### src/rtl/seg7_pattern_decoder_if.sv
// Segment-bus bundle between a HEX pattern source and seg7_pattern_decoder.
// err_count exists only when SEG7_ERR_COUNT_EN is defined.
interface seg7_pattern_decoder_if #(
  parameter int CNT_W = 8
);
  typedef logic [CNT_W-1:0] err_t;

  logic [7:0] seg_in;
  logic       sample_en;
  logic [3:0] value;
  logic       dp;
  logic       valid;
  logic       update;
  logic       invalid;

`ifdef SEG7_ERR_COUNT_EN
  err_t       err_count;

  modport master (
    output seg_in, sample_en,
    input  value, dp, valid, update, invalid, err_count
  );

  modport slave (
    input  seg_in, sample_en,
    output value, dp, valid, update, invalid, err_count
  );
`else
  modport master (
    output seg_in, sample_en,
    input  value, dp, valid, update, invalid
  );

  modport slave (
    input  seg_in, sample_en,
    output value, dp, valid, update, invalid
  );
`endif

endinterface

### src/rtl/seg7_pattern_decoder.sv
// Debounces an active-low 7-segment pattern and decodes it back to a hex digit + DP.
// Optional saturating invalid-lock counter enabled by defining SEG7_ERR_COUNT_EN.
module seg7_pattern_decoder #(
  parameter int STABLE_CYCLES = 4,
  parameter int CNT_W         = 8
) (
  input logic                  clk,
  input logic                  reset,
  seg7_pattern_decoder_if.slave bus
);

  typedef enum logic [1:0] {
    IDLE   = 2'd0,
    SETTLE = 2'd1,
    LOCKED = 2'd2,
    BAD    = 2'd3
  } state_t;

  localparam logic [7:0] STABLE_LIM = 8'(STABLE_CYCLES);
  localparam logic [6:0] BLANK      = 7'h7F;

  if (STABLE_CYCLES < 1 || STABLE_CYCLES > 255 || CNT_W < 1) begin : g_param_check
    $error("seg7_pattern_decoder: STABLE_CYCLES must be 1..255 and CNT_W >= 1");
  end

  // Returns {hit, digit}; hit is low for anything outside the hex table.
  function automatic logic [4:0] decode(input logic [6:0] seg);
    logic [4:0] r;
    case (seg)
      7'h40:   r = {1'b1, 4'h0};
      7'h79:   r = {1'b1, 4'h1};
      7'h24:   r = {1'b1, 4'h2};
      7'h30:   r = {1'b1, 4'h3};
      7'h19:   r = {1'b1, 4'h4};
      7'h12:   r = {1'b1, 4'h5};
      7'h02:   r = {1'b1, 4'h6};
      7'h78:   r = {1'b1, 4'h7};
      7'h00:   r = {1'b1, 4'h8};
      7'h10:   r = {1'b1, 4'h9};
      7'h08:   r = {1'b1, 4'hA};
      7'h03:   r = {1'b1, 4'hB};
      7'h46:   r = {1'b1, 4'hC};
      7'h21:   r = {1'b1, 4'hD};
      7'h06:   r = {1'b1, 4'hE};
      7'h0E:   r = {1'b1, 4'hF};
      default: r = 5'b0_0000;
    endcase
    return r;
  endfunction

  state_t     state_q, state_d;
  logic [7:0] cand_q, cand_d;
  logic [7:0] stab_cnt_q, stab_cnt_d;
  logic [3:0] value_q, value_d;
  logic       dp_q, dp_d;
  logic       valid_q, valid_d;
  logic       update_q, update_d;
  logic       invalid_q, invalid_d;
  logic       lock_en;
  logic [4:0] dec;

`ifdef SEG7_ERR_COUNT_EN
  logic [CNT_W-1:0] err_count_q, err_count_d;
`endif

  always_comb begin
    state_d    = state_q;
    cand_d     = cand_q;
    stab_cnt_d = stab_cnt_q;
    value_d    = value_q;
    dp_d       = dp_q;
    valid_d    = valid_q;
    update_d   = 1'b0;
    invalid_d  = invalid_q;
    lock_en    = 1'b0;
`ifdef SEG7_ERR_COUNT_EN
    err_count_d = err_count_q;
`endif

    // A change always restarts the count, so it takes priority over a lock in SETTLE.
    if (bus.sample_en) begin
      if (bus.seg_in != cand_q) begin
        cand_d     = bus.seg_in;
        stab_cnt_d = 8'd1;
        state_d    = SETTLE;
        valid_d    = 1'b0;
        invalid_d  = 1'b0;
        lock_en    = (STABLE_LIM == 8'd1);
      end else if (state_q == SETTLE) begin
        stab_cnt_d = stab_cnt_q + 8'd1;
        lock_en    = (stab_cnt_d == STABLE_LIM);
      end
    end

    dec = decode(cand_d[6:0]);

    if (lock_en) begin
      if (cand_d[6:0] == BLANK) begin
        state_d = IDLE;
      end else if (dec[4]) begin
        state_d  = LOCKED;
        value_d  = dec[3:0];
        dp_d     = ~cand_d[7];
        valid_d  = 1'b1;
        update_d = 1'b1;
      end else begin
        state_d   = BAD;
        invalid_d = 1'b1;
`ifdef SEG7_ERR_COUNT_EN
        if (err_count_q != {CNT_W{1'b1}}) begin
          err_count_d = err_count_q + 1'b1;
        end
`endif
      end
    end
  end

  always_ff @(posedge clk or posedge reset) begin
    if (reset) begin
      state_q     <= IDLE;
      cand_q      <= 8'hFF;
      stab_cnt_q  <= 8'd0;
      value_q     <= 4'h0;
      dp_q        <= 1'b0;
      valid_q     <= 1'b0;
      update_q    <= 1'b0;
      invalid_q   <= 1'b0;
`ifdef SEG7_ERR_COUNT_EN
      err_count_q <= '0;
`endif
    end else begin
      state_q     <= state_d;
      cand_q      <= cand_d;
      stab_cnt_q  <= stab_cnt_d;
      value_q     <= value_d;
      dp_q        <= dp_d;
      valid_q     <= valid_d;
      update_q    <= update_d;
      invalid_q   <= invalid_d;
`ifdef SEG7_ERR_COUNT_EN
      err_count_q <= err_count_d;
`endif
    end
  end

  assign bus.value   = value_q;
  assign bus.dp      = dp_q;
  assign bus.valid   = valid_q;
  assign bus.update  = update_q;
  assign bus.invalid = invalid_q;
`ifdef SEG7_ERR_COUNT_EN
  assign bus.err_count = err_count_q;
`endif

endmodule

### src/flat_wrapper.sv
// flat-port wrapper written by rule: the top's interface ports become plain ports
module seg7_pattern_decoder_flat 
#(
  parameter int STABLE_CYCLES = 4,
  parameter int CNT_W         = 8
)
  (clk, reset, bus_seg_in, bus_sample_en, bus_value, bus_dp, bus_valid, bus_update, bus_invalid);
  seg7_pattern_decoder_if #(.CNT_W(CNT_W)) bus_i ();
  input logic clk;
  input logic reset;
  input wire logic [$bits(bus_i.seg_in)-1:0] bus_seg_in;
  input wire logic [$bits(bus_i.sample_en)-1:0] bus_sample_en;
  output wire logic [$bits(bus_i.value)-1:0] bus_value;
  output wire logic [$bits(bus_i.dp)-1:0] bus_dp;
  output wire logic [$bits(bus_i.valid)-1:0] bus_valid;
  output wire logic [$bits(bus_i.update)-1:0] bus_update;
  output wire logic [$bits(bus_i.invalid)-1:0] bus_invalid;
  assign bus_i.seg_in = bus_seg_in;
  assign bus_i.sample_en = bus_sample_en;
  assign bus_value = bus_i.value;
  assign bus_dp = bus_i.dp;
  assign bus_valid = bus_i.valid;
  assign bus_update = bus_i.update;
  assign bus_invalid = bus_i.invalid;
  seg7_pattern_decoder #(.STABLE_CYCLES(STABLE_CYCLES), .CNT_W(CNT_W)) u_core (.clk(clk), .reset(reset), .bus(bus_i));
endmodule
### config.mk
export PLATFORM = sky130hd
export DESIGN_NAME = seg7_pattern_decoder_flat
export DESIGN_NICKNAME = d
export VERILOG_FILES = /design/src/rtl/seg7_pattern_decoder_if.sv /design/src/rtl/seg7_pattern_decoder.sv /design/src/flat_wrapper.sv
export SDC_FILE = /design/constraint.sdc
export NUM_CORES = 1
export LEC_CHECK = 0
export BUFFER_PORTS_ARGS = -buffer_cell sky130_fd_sc_hd__buf_2
export CAP_MARGIN = 40
export CELL_PAD_IN_SITES_DETAIL_PLACEMENT = 2
export CELL_PAD_IN_SITES_GLOBAL_PLACEMENT = 2
export CORE_MARGIN = 1.5
export CORE_UTILIZATION = 35
export CTS_CLUSTER_SIZE = 24
export DETAILED_ROUTE_END_ITERATION = 6
export PLACE_DENSITY_LB_ADDON = 0.25
export SETUP_SLACK_MARGIN = 0.3
export SLEW_MARGIN = 20
export SYNTH_ARGS = -nofsm -noshare
export SYNTH_HDL_FRONTEND = slang
export SYNTH_SLANG_ARGS = --single-unit
### constraint.sdc
create_clock -name clk -period 3.65 [get_ports clk]
set_input_delay 0.1825 -clock clk [delete_from_list [all_inputs] [get_ports clk]]
set_output_delay 0.1825 -clock clk [all_outputs]
set_load 0.01 [all_outputs]
**Yosys cells after proc, flatten, opt, wreduce, memory -nomap -nowiden**

Index checks and enable logic that the tools add are counted.

- Flip-flop bits (word level): 26
- Bits in latches: 0
- Bits in writable memories: 0
- ROM bits: 0
- Output and inout port bits: 8
- Word-level logic and storage cells: 63
- Memories: 0

- $add $sub $neg: 1
- $mul: 0
- Divide/modulo/power cells: 0
- $lt $le $gt $ge: 0
- Equality and inequality tests: 19
- Shift operators: 0
- Muxes and demuxes: 26
- Bitwise gates (word level): 2
- Reductions and logical operators: 7

Operators with widths:

| operator | number |
|---|---|
| 5-bit one-hot mux with 16 select lines | 1 |
| 7-bit equality test, second input constant | 5 |
| 8-bit 2-to-1 mux | 4 |
| 7-bit by 5-bit equality test with 1-bit output, second input constant | 3 |
| 7-bit by 6-bit equality test with 1-bit output, second input constant | 3 |
| 1-bit 2-to-1 mux | 17 |
| 7-bit by 2-bit equality test with 1-bit output, second input constant | 2 |
| 7-bit by 4-bit equality test with 1-bit output, second input constant | 2 |
| 8-bit by 1-bit adder with 8-bit output, second input constant | 1 |
| 8-bit by 3-bit equality test with 1-bit output, second input constant | 1 |
| 2-bit 2-to-1 mux | 4 |
| 8-bit inequality test | 1 |
| 7-bit by 3-bit equality test with 1-bit output, second input constant | 1 |
| 7-bit logical NOT | 1 |
| 2-bit nonzero test | 3 |
| 2-bit AND reduction | 2 |
| 3-bit AND reduction | 1 |
| 2-bit by 1-bit equality test with 1-bit output, second input constant | 1 |
| 1-bit inverter | 2 |

**Depth between registers and ports, before layout**

Gate-level depths: netlist (run 1).

- Depth after elaboration: 8
- Depth in mapped cells: 9

**Worst setup path before layout (run 1)**

No wires, ideal clock.

- Kind: register to register
- Start point: register u_core.cand_q[5]
- End point: register u_core.value_q[0], in the netlist u_core.bus.value[0]
- Library setup time: 125 ps
- Arrival: 2,240 ps
- Data required time: 3,525 ps
- Slack: 1,285 ps
- Stages on the path, launching flop included: 10
- Period minus slack after synthesis: 2,365 ps
- Path through: dfstp_2 buf_2 xor2_1 nor4_1 a21bo_2 buf_2 mux2_2 o21ai_4 nand3_4 mux2_4

- Word-level cells in the longest chain between the ends: 6

RTL lines:

| what | line | RTL |
|---|---|---|
| start, declared | seg7_pattern_decoder.sv:52 | `logic [7:0] cand_q, cand_d;` |
| start signal, assigned | seg7_pattern_decoder.sv:133 | `cand_q <= cand_d;` |
| 8-bit inequality test | seg7_pattern_decoder.sv:82 | `if (bus.seg_in != cand_q) begin` |
| 8-bit 2-to-1 mux | seg7_pattern_decoder.sv:82 |  |
| 8-bit 2-to-1 mux | seg7_pattern_decoder.sv:81 | `if (bus.sample_en) begin` |
| 7-bit by 4-bit equality test with 1-bit output, or another cell as far along | seg7_pattern_decoder.sv:29 | `case (seg)` |
| 5-bit one-hot mux with 16 select lines or 1-bit inverter (tied branches) | - |  |
| 3-bit AND reduction (no line) | - |  |
| end signal, assigned | seg7_pattern_decoder.sv:135 | `value_q <= value_d;` |
| end, declared | seg7_pattern_decoder.sv:54 | `logic [3:0] value_q, value_d;` |

Several ways; a longest one is shown, not always the timed one.
A chain may end at the register's enable or synchronous reset.

**Final worst setup path (run 1)**

- Start point: register u_core.cand_q[0]
- End point: register u_core.value_q[2], in the netlist u_core.bus.value[2]

The elaborated chain is that of the path after synthesis.

==> results.sh, run 1 <==
export IMPL_cp_num_buf_inv=1
export IMPL_grt_usage_pct=19.5
export IMPL_grt_start_max_net_pins=19
export IMPL_insertedDiodeCount=0
export IMPL_grt_pass1_vias=1944
export IMPL_final_period_minus_worst_setup_slack_ns=2.87
export IMPL_synthesis_yosys_warnings=0
export IMPL_drtIter0Drc=77
export IMPL_fp_dieH_um=79.9
export IMPL_vdd_ir_drop_worst_uv=138
export IMPL_die_width_um=79.9
export IMPL_gpl_final_weighted_congestion=0.771
export IMPL_worst_pin_slew_ns=0.597
export IMPL_fin_crit_sh_pct=78.7
export IMPL_final_setup_skew_ns=0.00963
export IMPL_dr_pass1_iters=4
export IMPL_htreeDepth=1
export IMPL_global_route_wire_length_before_repair_um=9800
export IMPL_final_nets=260
export IMPL_synthArstFlopShare_pct=100
export IMPL_route_vias_total=1829
export IMPL_switching_power_share_of_the_total_pct=28.8
export IMPL_grt_antenna_before_repair=0
export IMPL_p_seq_share_pct=47.0
export IMPL_report_final_slew_viol_count=0
export IMPL_synth_area_top_cells="sky130_fd_sc_hd__dfrtp_1 22%, sky130_fd_sc_hd__dfstp_2 10%, sky130_fd_sc_hd__mux2_2 4.9%, sky130_fd_sc_hd__o21ai_0 4.4%, sky130_fd_sc_hd__nand2_1 4.0%"
export IMPL_grt_setup_unrepaired="false"
export IMPL_switching_power_uw=207
export IMPL_part_of_the_yosys_area_used_for_sequential_elements_pct=32.0
export IMPL_critPathArrivalTime_ns=3.02
export IMPL_wl_per_cell_um=18.6
export IMPL_initial_utilization_pct=36.9
export IMPL_achievable_frequency_mhz=348
export IMPL_fp_row_count=27
export IMPL_synth_top_cells_by_count="22 x sky130_fd_sc_hd__nand2_1, 18 x sky130_fd_sc_hd__dfrtp_1, 18 x sky130_fd_sc_hd__o21ai_0, 17 x sky130_fd_sc_hd__nor2_1"
export IMPL_flow_area_growth_from_synthesis_pct=9.44
export IMPL_clock_tree_root_driver_cell="sky130_fd_sc_hd__clkbuf_8"
export IMPL_clk_insertion_delay_late_ns=0.28
export IMPL_synth_seq_cells=26
export IMPL_yosys_cell_count_top_type="sky130_fd_sc_hd__nand2_1"
export IMPL_critPathMaxStageDelay_ns=0.71
export IMPL_port_buffers=18
export IMPL_cts_sinks=26
export IMPL_cts_clk_slew_worst_paths_ns=0.10
export IMPL_die_area_mm2=0.00638
export IMPL_final_setup_viol_count=0
export IMPL_place_hpwl_um=4280
export IMPL_cpMaxStageDelayCell="sky130_fd_sc_hd__dfstp_2"
export IMPL_synth_enable_flop_cells=0
export IMPL_path_class="flop to flop"
export IMPL_drv_max_cap_violation_count=0
export IMPL_post_synth_cell_area_avg_um2=8.58
export IMPL_post_route_cells_drive_above_1_share_pct=21.1
export IMPL_crit_required_ns=3.80
export IMPL_combPwrFrac_pct=19.1
export IMPL_post_synth_top_area_cell="sky130_fd_sc_hd__dfrtp_1"
export IMPL_run_status="completed"
export IMPL_detail_route_drc_violations=0
export IMPL_critical_path_endpoint_category="flop"
export IMPL_global_route_overflow=0
export IMPL_postSynth_topFlopCell="sky130_fd_sc_hd__dfrtp_1"
export IMPL_intPower_uw=511
export IMPL_setup_slack_ns=0.778
export IMPL_worst_setup_path_start_kind="flop"
export IMPL_critical_path_peak_fanout=17
export IMPL_tritoncts_clock_tree="done"
export IMPL_timing_slew_headroom_pct=59.9
export IMPL_syn_instance_count=241
export IMPL_worst_min_delay_path_category="primary input to flop"
export IMPL_path_cells="xor2_1, nor4_1, nand3_1, buf_4, nor3_1, nand2_1, o21ai_0, o31ai_1"
export IMPL_drtAntennaViolNets=0
export IMPL_synth_distinct_cells=56
export IMPL_post_cts_hold_buffer_count=1
export IMPL_p_clk_share_pct=33.9
export IMPL_clock_buffers_created_by_tritoncts=3
export IMPL_p_per_area_mw_per_mm2=318
export IMPL_synthesis_nets=254
export IMPL_detail_route_vias_per_cell=5.75
export IMPL_postCtsResizedCells=0
export IMPL_coreArea_mm2=0.00561
export IMPL_netlist_area_mm2=0.00207
export IMPL_post_place_ws_ns=0.894
export IMPL_cts_max_path_buffers=2
export IMPL_timing_hold_violations_final=0
export IMPL_setup_tns_final_ns=0
export IMPL_leakage_uw=0.000929
export IMPL_post_cts_repair_setup_buffers=0
export IMPL_family_with_the_most_delay_on_the_worst_path="simple AND/OR/NAND/NOR gates"
export IMPL_totalWireLength_um=5900
export IMPL_yosysTopAreaCellShare_pct=21.8
export IMPL_pin_count=19
==> registers in the layout, summed over array words and instances, names as in the netlist <==
register and cells:
u_core.bus.invalid 1, u_core.bus.update 1, u_core.cand_q 8, u_core.bus.dp 1, u_core.bus.value 4, u_core.state_q 2
u_core.stab_cnt_q 8, u_core.bus.valid 1
==> power groups by stage <==
stage                     clock network, uW  registers, uW  logic, uW
final                                   243            338        138
after global routing                    260            341        151
after CTS                               252            337        138
after detailed placement                  0            343        136
after global placement                    0            341        131
after floorplan                           0            315        126
==> final cells by class <==
class                   instances  area [um^2]
fillers                       648         3350
repair buffers                 22          130
well taps                      72         90.1
clock buffers                   3         41.3
flip-flops and latches         26          661
inverters                       8         30.0
clock inverters                 1         30.0
multi-input cells             186         1280
==> metal layers <==
metal / wire, um / track usage, % / share of wire [%]
met1: 2940 / 27.8 / 50
met2: 2820 / 32.1 / 48
met4: 23 / 4.14 / 0.39
met3: 116 / 1.71 / 2.0
met5: 0 / 0 / 0
==> cell families after synthesis <==
family / share of synthesized area, %
AND/OR/NAND/NOR: 28.3
AO/OA/AOI/OAI: 18.8
buffers and inverters: 6.11
flip-flops: 32.0
multiplexers: 8.54
XOR/XNOR: 5.09
adder cells (fa/ha/maj): 1.21
==> placed cells by master, fill, tap and decap left out, types with 3 or more instances in the layout <==
master / Yosys / routed
sky130_fd_sc_hd__and3_1: 3 / 3
sky130_fd_sc_hd__mux2_2: 9 / 9
sky130_fd_sc_hd__mux2i_1: 3 / 3
sky130_fd_sc_hd__o31ai_1: 5 / 5
sky130_fd_sc_hd__nor2_1: 17 / 17
sky130_fd_sc_hd__nor4_1: 5 / 5
sky130_fd_sc_hd__dfrtp_1: 18 / 18
sky130_fd_sc_hd__xnor2_1: 3 / 3
sky130_fd_sc_hd__o21ai_0: 18 / 18
sky130_fd_sc_hd__a211oi_1: 3 / 3
sky130_fd_sc_hd__nor4b_1: 5 / 5
sky130_fd_sc_hd__dfstp_2: 8 / 8
sky130_fd_sc_hd__buf_2: 9 / 18
sky130_fd_sc_hd__a21oi_1: 7 / 7
sky130_fd_sc_hd__nor2b_1: 4 / 4
sky130_fd_sc_hd__nand2b_1: 3 / 3
sky130_fd_sc_hd__inv_1: 8 / 8
sky130_fd_sc_hd__or3_1: 5 / 5
sky130_fd_sc_hd__nor3b_1: 3 / 3
sky130_fd_sc_hd__nand2_1: 22 / 22
sky130_fd_sc_hd__clkbuf_8: 0 / 3
sky130_fd_sc_hd__a31oi_1: 5 / 5
sky130_fd_sc_hd__nand3_1: 9 / 9
sky130_fd_sc_hd__nor3_1: 7 / 7
sky130_fd_sc_hd__xor2_1: 9 / 9
sky130_fd_sc_hd__nor4bb_1: 3 / 3
sky130_fd_sc_hd__mux2_4: 3 / 3
==> worst paths after layout <==
check                                            from                         endpoint  slack, ns  cells past startpoint
max                        u_core.cand_q[0]$_DFF_PP1_  u_core.bus.value[2]$_DFFE_PP0P_       0.78                      8
min                                     bus_seg_in[7]       u_core.cand_q[7]$_DFF_PP1_       0.18                      2
max reg2reg                u_core.cand_q[0]$_DFF_PP1_  u_core.bus.value[2]$_DFFE_PP0P_       0.78                      8
min reg2reg                u_core.bus.valid$_DFF_PP0_       u_core.bus.valid$_DFF_PP0_       0.49                      2
max in group asynchronous                       reset       u_core.cand_q[4]$_DFF_PP1_       2.64                      4
min in group asynchronous                       reset        u_core.bus.dp$_DFFE_PP0P_       0.45                      3
==> through the flow <==
step / total power (uW) / util (%) / instances / area, um^2 / hold WS [ns]
2_1_floorplan: 441 / - / 241 / 2070 / 0.217
3_3_place_gp: 472 / 38.6 / 312 / 2170 / 0.464
3_5_place_dp: 478 / 38.9 / 313 / 2180 / 0.184
4_1_cts: 728 / 40.3 / 318 / 2260 / 0.180
5_1_grt: 752 / 40.3 / 318 / 2260 / 0.176
6_report: 719 / 40.3 / 318 / 2260 / 0.185
(Power assumes the default switching activity.)
==> run 2: changes to the inputs <==
- ABC_AREA: unset -> 1
- CORE_UTILIZATION: 35 -> 30
- clock period: 3.65 -> 2.3 ns (I/O delays scaled with it)
==> run 2 against run 1 <==
Effect of this change:
- count of clock-buffer cells in the layout unchanged
- via count up 3.0%
- combinational power up 55%
- critical endpoint is now u_core.bus.value[0]$_DFFE_PP0P_
==> results.sh, run 2 <==
export IMPL_run_status="completed"
export IMPL_vdd_ir_drop_worst_uv=248
export IMPL_netlist_area_mm2=0.00203
export IMPL_yosys_cell_count_top_type="sky130_fd_sc_hd__nand2_1"
export IMPL_worst_min_delay_path_category="primary input to flop"
export IMPL_cts_max_path_buffers=2
export IMPL_grt_pass1_vias=2097
export IMPL_final_setup_viol_count=0
export IMPL_place_hpwl_um=4650
export IMPL_worst_setup_path_start_kind="flop"
export IMPL_wl_per_cell_um=14.3
export IMPL_grt_start_max_net_pins=18
export IMPL_global_route_wire_length_before_repair_um=9930
export IMPL_final_setup_skew_ns=0.00451
export IMPL_grt_antenna_before_repair=0
export IMPL_flow_area_growth_from_synthesis_pct=14.2
export IMPL_part_of_the_yosys_area_used_for_sequential_elements_pct=32.5
export IMPL_synth_distinct_cells=27
export IMPL_synth_seq_cells=26
export IMPL_global_route_overflow=0
export IMPL_post_synth_cell_area_avg_um2=6.80
export IMPL_worst_pin_slew_ns=0.500
export IMPL_layout_common_cells="106 x sky130_fd_sc_hd__nand2_1, 44 x sky130_fd_sc_hd__inv_1, 29 x sky130_fd_sc_hd__nor2_1"
export IMPL_grt_use_met2_pct=28.9
export IMPL_finalCoreUtilization_pct=36.0
export IMPL_port_buffers=18
export IMPL_leakage_uw=0.00126
export IMPL_cts_clk_slew_worst_paths_ns=0.10
export IMPL_insertedDiodeCount=0
export IMPL_clock_tree_root_driver_cell="sky130_fd_sc_hd__clkbuf_8"
export IMPL_synth_area_top_cells="sky130_fd_sc_hd__dfrtp_1 22%, sky130_fd_sc_hd__nand2_1 20%, sky130_fd_sc_hd__dfstp_2 10%, sky130_fd_sc_hd__inv_1 8.3%, sky130_fd_sc_hd__nor2_1 5.9%"
export IMPL_achievable_frequency_mhz=529
export IMPL_clock_buffers_created_by_tritoncts=3
export IMPL_drtAntennaViolNets=0
export IMPL_synth_top_cells_by_count="107 x sky130_fd_sc_hd__nand2_1, 45 x sky130_fd_sc_hd__inv_1, 32 x sky130_fd_sc_hd__nor2_1, 18 x sky130_fd_sc_hd__dfrtp_1, 18 x sky130_fd_sc_hd__nand2_2"
export IMPL_mostFrequentLayoutCell="sky130_fd_sc_hd__nand2_1"
export IMPL_critical_path_peak_fanout=7
export IMPL_synthesis_nets=312
export IMPL_setup_tns_final_ns=0
export IMPL_post_route_cells_drive_above_1_share_pct=27.5
export IMPL_grt_usage_pct=17.0
export IMPL_synthesis_yosys_warnings=0
export IMPL_htreeDepth=1
export IMPL_setup_reg_to_reg_worst_slack_ns=0.41
export IMPL_initial_utilization_pct=31.5
export IMPL_fp_dieH_um=85.3
export IMPL_detail_route_vias_per_cell=4.75
export IMPL_critPathArrivalTime_ns=2.07
export IMPL_crit_required_ns=2.48
export IMPL_drtIter0Drc=54
export IMPL_totalWireLength_um=5670
export IMPL_fp_row_count=29
export IMPL_timing_slew_headroom_pct=66.6
export IMPL_tritoncts_clock_tree="done"
export IMPL_report_final_slew_viol_count=0
export IMPL_grt_use_met1_pct=23.6
export IMPL_critical_path_endpoint_category="flop"
export IMPL_yosysTopAreaCellShare_pct=22.2
export IMPL_grt_use_met3_pct=1.75
export IMPL_postSynth_topFlopCell="sky130_fd_sc_hd__dfrtp_1"
export IMPL_route_vias_total=1884
export IMPL_final_period_minus_worst_setup_slack_ns=1.89
export IMPL_synthArstFlopShare_pct=100
export IMPL_p_per_area_mw_per_mm2=473
export IMPL_dr_pass1_iters=3
export IMPL_cts_sinks=26
export IMPL_path_class="flop to flop"
export IMPL_die_width_um=85.3
export IMPL_die_area_mm2=0.00728
export IMPL_grt_setup_unrepaired="true"
export IMPL_synth_enable_flop_cells=0
export IMPL_final_nets=334
export IMPL_gr_max_usage_layer="met2"
export IMPL_syn_instance_count=299
export IMPL_gpl_final_weighted_congestion=0.776
export IMPL_post_cts_repair_setup_buffers=0
export IMPL_drv_max_cap_violation_count=0
export IMPL_post_synth_top_area_cell="sky130_fd_sc_hd__dfrtp_1"
export IMPL_coreArea_mm2=0.00646
export IMPL_fin_crit_sh_pct=82.2
export IMPL_number_of_fillers_in_the_final_layout=815
export IMPL_timing_hold_violations_final=0
export IMPL_detail_route_drc_violations=0
export IMPL_clk_insertion_delay_late_ns=0.28
export IMPL_pin_count=19
## run 2: cell types whose count changed after synthesis, sizes merged, moves of 12 or more
cell | before | now
nand2 | 22 | 134
nand3 | 10 | 22
nor2 | 17 | 39
o21ai | 19 | 4
inv | 8 | 46
## run 2: cell families after synthesis
kind of cell / Yosys count / share of synthesized area, %
adder cells (fa/ha/maj): 2 / 1.23
AO/OA/AOI/OAI: 11 / 3.01
multiplexers: 1 / 0.554
buffers and inverters: 50 / 11.0
XOR/XNOR: 2 / 0.862
AND/OR/NAND/NOR: 207 / 50.9
flip-flops: 26 / 32.5
## run 2: metal layers
| layer | part of all wire (%) | vias to the layer above |
|---|---|---|
| met5 | 0 | - |
| met4 | 0.69 | 0 |
| met3 | 0.99 | 2 |
| met2 | 49 | 9 |
| met1 | 49 | 922 |
| li1 | - | 951 |
## run 2: area by class of cell
class | instances | area [um^2] | area share, %
Multi-Input combinational cell | 223 | 1200 | 51.7
Sequential cell | 26 | 663 | 28.6
Inverter | 46 | 175 | 7.54
Timing Repair Buffer | 21 | 115 | 4.96
Tap cell | 77 | 96.3 | 4.15
Clock buffer | 3 | 41.3 | 1.78
Clock inverter | 1 | 30.0 | 1.29
## run 2: metrics by stage
step	area (um^2)	instances	hold slack (ns)	setup slack, ns	power [uW]
2_1_floorplan	2030	299	0.149	0.611	660
3_3_place_gp	2190	392	0.153	0.325	706
3_5_place_dp	2190	392	0.169	0.282	713
4_1_cts	2270	397	0.0998	0.300	1110
5_1_grt	2320	397	0.114	0.246	1170
6_report	2320	397	0.103	0.408	1100
## run 2: final timing paths
check / startpoint / end / cells past startpoint
hold / removal: bus_seg_in[3] / u_core.cand_q[3]$_DFF_PP1_ / 3
setup / recovery: u_core.stab_cnt_q[0]$_DFFE_PP0P_ / u_core.bus.value[0]$_DFFE_PP0P_ / 11
max in group asynchronous: reset / u_core.cand_q[4]$_DFF_PP1_ / 4
min in group asynchronous: reset / u_core.bus.valid$_DFF_PP0_ / 3
setup reg to reg: u_core.stab_cnt_q[0]$_DFFE_PP0P_ / u_core.bus.value[0]$_DFFE_PP0P_ / 11
hold reg to reg: u_core.bus.value[1]$_DFFE_PP0P_ / u_core.bus.value[1]$_DFFE_PP0P_ / 2
## run 2: where the power goes
part           switching (uW)  internal, uW  leakage, uW  total, uW
registers                11.2           480     0.000323        491
logic                     148          65.9     0.000903        214
clock network             161           233    0.0000357        394
total                     320           779      0.00126       1100
## run 2: worst max-delay path, cell delays in order, from the launching register on
cell and delay, ns:
sky130_fd_sc_hd__dfrtp_2 0.47, sky130_fd_sc_hd__ha_2 0.25, sky130_fd_sc_hd__nand3_1 0.08, sky130_fd_sc_hd__nand2_1 0.05, sky130_fd_sc_hd__nand2_1 0.15, sky130_fd_sc_hd__inv_1 0.06
sky130_fd_sc_hd__nor2_1 0.12, sky130_fd_sc_hd__nand4_1 0.17, sky130_fd_sc_hd__nor2_2 0.19, sky130_fd_sc_hd__nand3_4 0.11, sky130_fd_sc_hd__nand2_1 0.08, sky130_fd_sc_hd__nand2_1 0.05
## run 2: repair_timing
action,CTS,global route
hold buffers,1,0
setup endpoints to repair,2,15
gates resized for setup,1,14
hold endpoints to repair,11,0
